==> config.mk <==
export PLATFORM = sky130hd
export DESIGN_NAME = puc_seq
export DESIGN_NICKNAME = d
export VERILOG_FILES = /design/src/rtl/puc_pkg.sv /design/src/rtl/puc_timer.sv /design/src/rtl/puc_seq.sv
export SDC_FILE = /design/constraint.sdc
export NUM_CORES = 1
export LEC_CHECK = 0
export ABC_AREA = 1
export BUFFER_PORTS_ARGS = -buffer_cell sky130_fd_sc_hd__buf_2
export CORE_MARGIN = 1.5
export CORE_UTILIZATION = 30
export CTS_BUF_LIST = sky130_fd_sc_hd__clkbuf_8
export DETAILED_ROUTE_END_ITERATION = 8
export PLACE_DENSITY_LB_ADDON = 0.2
export SYNTH_ARGS = -nofsm -noshare
export SYNTH_HDL_FRONTEND = slang
export SYNTH_SLANG_ARGS = --single-unit
==> constraint.sdc <==
create_clock -name clk_i -period 1.8 [get_ports clk_i]
set_input_delay 0.09 -clock clk_i [delete_from_list [all_inputs] [get_ports clk_i]]
set_output_delay 0.09 -clock clk_i [all_outputs]
set_load 0.1 [all_outputs]
==> src/rtl/puc_pkg.sv <==
// rtl/puc_pkg.sv - shared state encoding and sizing helpers for the power-up contract sequencer
package puc_pkg;

  typedef enum logic [2:0] {
    ST_IDLE,
    ST_SCAN,
    ST_REQ,
    ST_SETTLE,
    ST_DONE,
    ST_ERR
  } puc_seq_state_t;

  localparam int N_PUC_DEFAULT = 2;

  // Index width used for err_idx_o; a single-domain build still needs one bit.
  function automatic int idx_w(input int n);
    return (n > 1) ? $clog2(n) : 1;
  endfunction

endpackage

==> src/rtl/puc_timer.sv <==
// rtl/puc_timer.sv - shared cycle counter with clear, increment and terminal-count compare
module puc_timer #(
  parameter int W = 8
) (
  input  logic         clk_i,
  input  logic         reset_i,
  input  logic         clr_i,
  input  logic         inc_i,
  input  logic [W-1:0] tc_val_i,
  output logic         tc_o
);

  logic [W-1:0] cnt_q;

  // Counter: clear has priority over increment so a phase change restarts from zero.
  always_ff @(posedge clk_i) begin
    if (reset_i || clr_i) begin
      cnt_q <= '0;
    end else if (inc_i) begin
      cnt_q <= cnt_q + W'(1);
    end
  end

  assign tc_o = (cnt_q == tc_val_i);

endmodule

==> src/rtl/puc_seq.sv <==
// rtl/puc_seq.sv - power-up contract sequencer; define PUC_SEQ_ACK_MON_EN to watch granted acks after bring-up
module puc_seq
  import puc_pkg::*;
#(
  parameter int N_PUC          = N_PUC_DEFAULT,
  parameter int SETTLE_CYCLES  = 16,
  parameter int TIMEOUT_CYCLES = 256
) (
  input  logic                       clk_i,
  input  logic                       reset_i,
  input  logic [N_PUC-1:0]           puc_i,
  input  logic                       start_i,
  output logic [N_PUC-1:0]           pwr_req_o,
  input  logic [N_PUC-1:0]           pwr_ack_i,
  output logic                       busy_o,
  output logic                       done_o,
  output logic                       err_o,
  output logic [idx_w(N_PUC)-1:0]    err_idx_o
);

  localparam int IDX_W = idx_w(N_PUC);
  localparam int CW    = $clog2(N_PUC + 1);
  localparam int TMAX  = (TIMEOUT_CYCLES > SETTLE_CYCLES) ? TIMEOUT_CYCLES : SETTLE_CYCLES;
  localparam int TW    = $clog2(TMAX + 1);

  puc_seq_state_t   state_q, state_d;
  logic [CW-1:0]    idx_q, idx_d;
  logic [N_PUC-1:0] cap_q, cap_d;
  logic [N_PUC-1:0] req_q, req_d;
  logic             busy_q, busy_d;
  logic             done_q, done_d;
  logic             err_q, err_d;
  logic [IDX_W-1:0] err_idx_q, err_idx_d;

  logic             tmr_clr, tmr_inc, tmr_tc;
  logic [TW-1:0]    tmr_tc_val;
  logic [N_PUC-1:0] cur_oh;
  logic             cap_bit, ack_bit;

  // One-hot of the domain being worked on; all-zero once idx walks past the last domain.
  assign cur_oh  = N_PUC'(1) << idx_q;
  assign cap_bit = |(cap_q & cur_oh);
  assign ack_bit = |(pwr_ack_i & cur_oh);

  assign tmr_tc_val = (state_q == ST_REQ) ? TW'(TIMEOUT_CYCLES - 1) : TW'(SETTLE_CYCLES - 1);

  puc_timer #(.W(TW)) u_timer (
    .clk_i    (clk_i),
    .reset_i  (reset_i),
    .clr_i    (tmr_clr),
    .inc_i    (tmr_inc),
    .tc_val_i (tmr_tc_val),
    .tc_o     (tmr_tc)
  );

`ifdef PUC_SEQ_ACK_MON_EN
  logic [N_PUC-1:0] drop;
  logic [N_PUC-1:0] drop_oh;
  logic [IDX_W-1:0] drop_idx;
  logic             drop_any;

  // Lowest granted domain whose ack has fallen away.
  always_comb begin
    drop     = req_q & ~pwr_ack_i;
    drop_any = |drop;
    drop_oh  = '0;
    drop_idx = '0;
    for (int j = N_PUC - 1; j >= 0; j--) begin
      if (drop[j]) begin
        drop_oh  = N_PUC'(1) << j;
        drop_idx = IDX_W'(j);
      end
    end
  end
`endif

  // State and output registers; every output is driven straight from a flop.
  always_ff @(posedge clk_i) begin
    if (reset_i) begin
      state_q   <= ST_IDLE;
      idx_q     <= '0;
      cap_q     <= '0;
      req_q     <= '0;
      busy_q    <= 1'b0;
      done_q    <= 1'b0;
      err_q     <= 1'b0;
      err_idx_q <= '0;
    end else begin
      state_q   <= state_d;
      idx_q     <= idx_d;
      cap_q     <= cap_d;
      req_q     <= req_d;
      busy_q    <= busy_d;
      done_q    <= done_d;
      err_q     <= err_d;
      err_idx_q <= err_idx_d;
    end
  end

  // Sequencing: walk the snapshot, request each contracted domain, wait for ack then settle.
  always_comb begin
    state_d   = state_q;
    idx_d     = idx_q;
    cap_d     = cap_q;
    req_d     = req_q;
    busy_d    = busy_q;
    done_d    = done_q;
    err_d     = err_q;
    err_idx_d = err_idx_q;
    tmr_clr   = 1'b0;
    tmr_inc   = 1'b0;
    case (state_q)
      ST_IDLE: begin
        if (start_i) begin
          cap_d   = puc_i;
          idx_d   = '0;
          busy_d  = 1'b1;
          state_d = ST_SCAN;
        end
      end
      ST_SCAN: begin
        if (idx_q == CW'(N_PUC)) begin
          busy_d  = 1'b0;
          done_d  = 1'b1;
          state_d = ST_DONE;
        end else if (!cap_bit) begin
          idx_d = idx_q + CW'(1);
        end else begin
          req_d   = req_q | cur_oh;
          tmr_clr = 1'b1;
          state_d = ST_REQ;
        end
      end
      ST_REQ: begin
        // Ack is tested before the timeout so an ack on the last allowed cycle still wins.
        if (ack_bit) begin
          tmr_clr = 1'b1;
          state_d = ST_SETTLE;
        end else if (tmr_tc) begin
          req_d     = req_q & ~cur_oh;
          err_idx_d = IDX_W'(idx_q);
          err_d     = 1'b1;
          busy_d    = 1'b0;
          state_d   = ST_ERR;
        end else begin
          tmr_inc = 1'b1;
        end
      end
      ST_SETTLE: begin
`ifdef PUC_SEQ_ACK_MON_EN
        if (drop_any) begin
          req_d     = req_q & ~drop_oh;
          err_idx_d = drop_idx;
          err_d     = 1'b1;
          busy_d    = 1'b0;
          state_d   = ST_ERR;
        end else
`endif
        if (tmr_tc) begin
          idx_d   = idx_q + CW'(1);
          state_d = ST_SCAN;
        end else begin
          tmr_inc = 1'b1;
        end
      end
      ST_DONE: begin
`ifdef PUC_SEQ_ACK_MON_EN
        if (drop_any) begin
          req_d     = req_q & ~drop_oh;
          err_idx_d = drop_idx;
          err_d     = 1'b1;
          done_d    = 1'b0;
          state_d   = ST_ERR;
        end
`endif
      end
      ST_ERR: begin
      end
      default: begin
        state_d = ST_IDLE;
      end
    endcase
  end

  assign pwr_req_o = req_q;
  assign busy_o    = busy_q;
  assign done_o    = done_q;
  assign err_o     = err_q;
  assign err_idx_o = err_idx_q;

endmodule

==> metrics.cfg <==
[status]
status = completed

[timing]
worst_slew_pin_slew_ns = 0.4861
setup_viol = 0
fin_crit_sh_pct = 91.88
fmax_mhz = 604.6
period_needed_ns = 1.654
clock-skew-final_ns = 0.005249
rsz0062_at_grt = false
slew_viol_final = 0
tns_ns = 0
slew-limit-headroom_pct = 67.82
finalHoldViolations = 0

[cts]
clk_pin_slew_ns = 0.07
ctsRootBufferMaster = clkbuf_8
cts_tree = built
cts_max_path_buffers = 2
cts_buffers = 3
ctsResizeCount = 0
htree_levels = 1
worstSkewPairLatency_ns = 0.26
clock_sinks = 22
cts_hold_repair.buffers = 0
post-cts-setup-buffers = 0

[setup_path]
cpMaxStageDelayCell = dfxtp_1
arrival_ns = 1.80
max_stage_delay_ns = 0.36
critPathBufInv = 1
cp_max_fo = 4
worstSetupPathType = reg2reg
crit_chain = inv_1 -> ha_1 -> nand2_1 -> nand2_1 -> nor2_2 -> nand3_2 -> o21ai_0 -> a21oi_1
path_depth = 8
startpoint_type = register
required_ns = 1.95
cp-end-kind = register
path_delay_family = simple AND/OR/NAND/NOR gates
worst-r2r-cell-count = 8
critPathMostFrequentCell = nand2_1

[finish]
finalNetCount = 220
final_area_sq_mm = 0.001491
final_layout_size_suffix_gt1_share_pct = 20.29
diodes = 0
seq_area_sq_um = 440.4
multi_input_area_sq_um = 748.2
nFillCells = 441
syn_to_final_growth_pct = 17.44

[drt]
ant_nets = 0
drc = 0
drtPass1Iterations = 4
routed_wl_um = 2833
via_per_inst = 4.669
initialDrtViolationCount = 52
vias = 1200
routedWlPerCell_um = 11.02

[synth]
ys.flop_type = dfxtp_1
synth_commonest_cells = nand2_1 (47), nand3_1 (25), dfxtp_1 (22), a21oi_1 (21), nor2_1 (15)
yosysTopAreaCell = dfxtp_1
yosys.area_share.simple_pct = 39.31
synth_edf_count = 0
synth_area_per_cell_sq_um = 6.865
netlist_instances = 185
synth_seq_cells = 22
synth_async_sr_flop_share_pct = 0
ys_types = 22
synthMostInstantiatedCell = nand2_1
synth_compound_area_share_pct = 9.852
synth_nets = 196
synthTopCellsByArea = dfxtp_1 (35%), nand2_1 (14%), nand3_1 (9.9%)
synth_top_family_by_area = simple AND/OR/NAND/NOR gates
synth_warnings = 0
synth_xor_area_share_pct = 4.828
ys_seq_area_share_pct = 34.68
synthMuxAreaShare_pct = 0
synthDominantCellAreaShare_pct = 34.68
syn_area_sq_mm = 0.001270
synthAdderAreaFrac_pct = 3.941

[placed_design]
place_hpwl_um = 2241
gp_congestion = 0.9065
portBuffers = 12
place_area_sq_mm = 0.001438

[floorplanning]
start_util_pct = 31.52
rows = 23
chipWidth_um = 68.07
dieArea_sq_mm = 0.004633
io_pins = 13
core-area_sq_mm = 0.004029
dieHeight_um = 68.07

[global_route]
grt_remaining_overflow = 0
grt_pass1_vias = 1113
antenna_found_initial = 0
grt_pass1_wl_um = 4919
grt_usage_pct = 14.16
grt_start_max_net_pins = 12

[pwr]
powerDensity_mw_per_mm2 = 1106
vdd_drop_max_v = 0.0005010
p_leak_nw = 0.6694

[worst_hold_path]
holdCritPathClass = in2reg
hold-path-cell-count = 2

[flow_run]
cap_violations = 0

kinds of logic after synthesis:
family | count (synthesis)
flip-flops | 22
AO/OA/AOI/OAI | 25
AND/OR/NAND/NOR | 106
XOR/XNOR | 7
buffers and inverters | 21
adder cells (fa/ha/maj) | 4
per-stage QoR:
step	worst slack, ns	utilization, %	power, W	instances	hold slack (ns)
4_1_cts	0.07041	36.71	0.001668	257	0.06674
3_3_place_gp	0.06991	35.68	0.001367	254	0.3494
5_1_grt	0.006733	37.02	0.001809	257	0.08017
2_1_floorplan	0.3631	-	0.001185	185	0.1591
6_report	0.1461	37.02	0.001649	257	0.07456
3_5_place_dp	0.08441	35.68	0.001351	254	0.3511
where the power goes:
part	internal (W)	switching (W)
sequential	0.000546	0.0000582
combinational	0.000238	0.000500
clock	0.000150	0.000157
total	0.000934	0.000715
area by class of cell:
type,instances,area share (%)
tap,50,4.195
clock buffer,3,2.768
inverter,19,4.782
sequential,22,29.53
timing repair buffer,21,8.557
multi-input combinational,142,50.17
per-layer routing:
layer	GRT usage, %	vias to the layer above	routed length (um)
li1	-	653	-
met1	19.86	527	1490
met2	20.87	15	1202
met3	2.467	5	80
met4	6.750	0	59
met5	0	-	0
path summary, 6_finish.rpt:
check               to      start  slack [ns]
min              err_o    reset_i        0.07
max          err_idx_o   idx_q[0]        0.15
max reg2reg  err_idx_o   idx_q[0]        0.15
min reg2reg  err_idx_o  err_idx_o        0.45
state kept, by name, summed over array words and instances (netlist names), named ones only:
name,count
cap_q,2
err_idx_o,1
done_o,1
state_q,3
busy_o,1
err_o,1
idx_q,2
u_timer.cnt_q,9
placed cells by master, fill, tap and decap left out, drive strengths merged:
cell type	synthesis	layout
nand2	53	53
nand3	27	27
dfxtp	22	22
a21oi	21	21
nor2	21	21
buf	2	21
inv	16	16
xor2	4	4
ha	4	4
o21ai	4	4
clkinv	3	3
nand4	3	3
xnor2	3	3
clkbuf	0	3
nand3b	1	1
nor3	1	1
(Power assumes the default switching activity.)
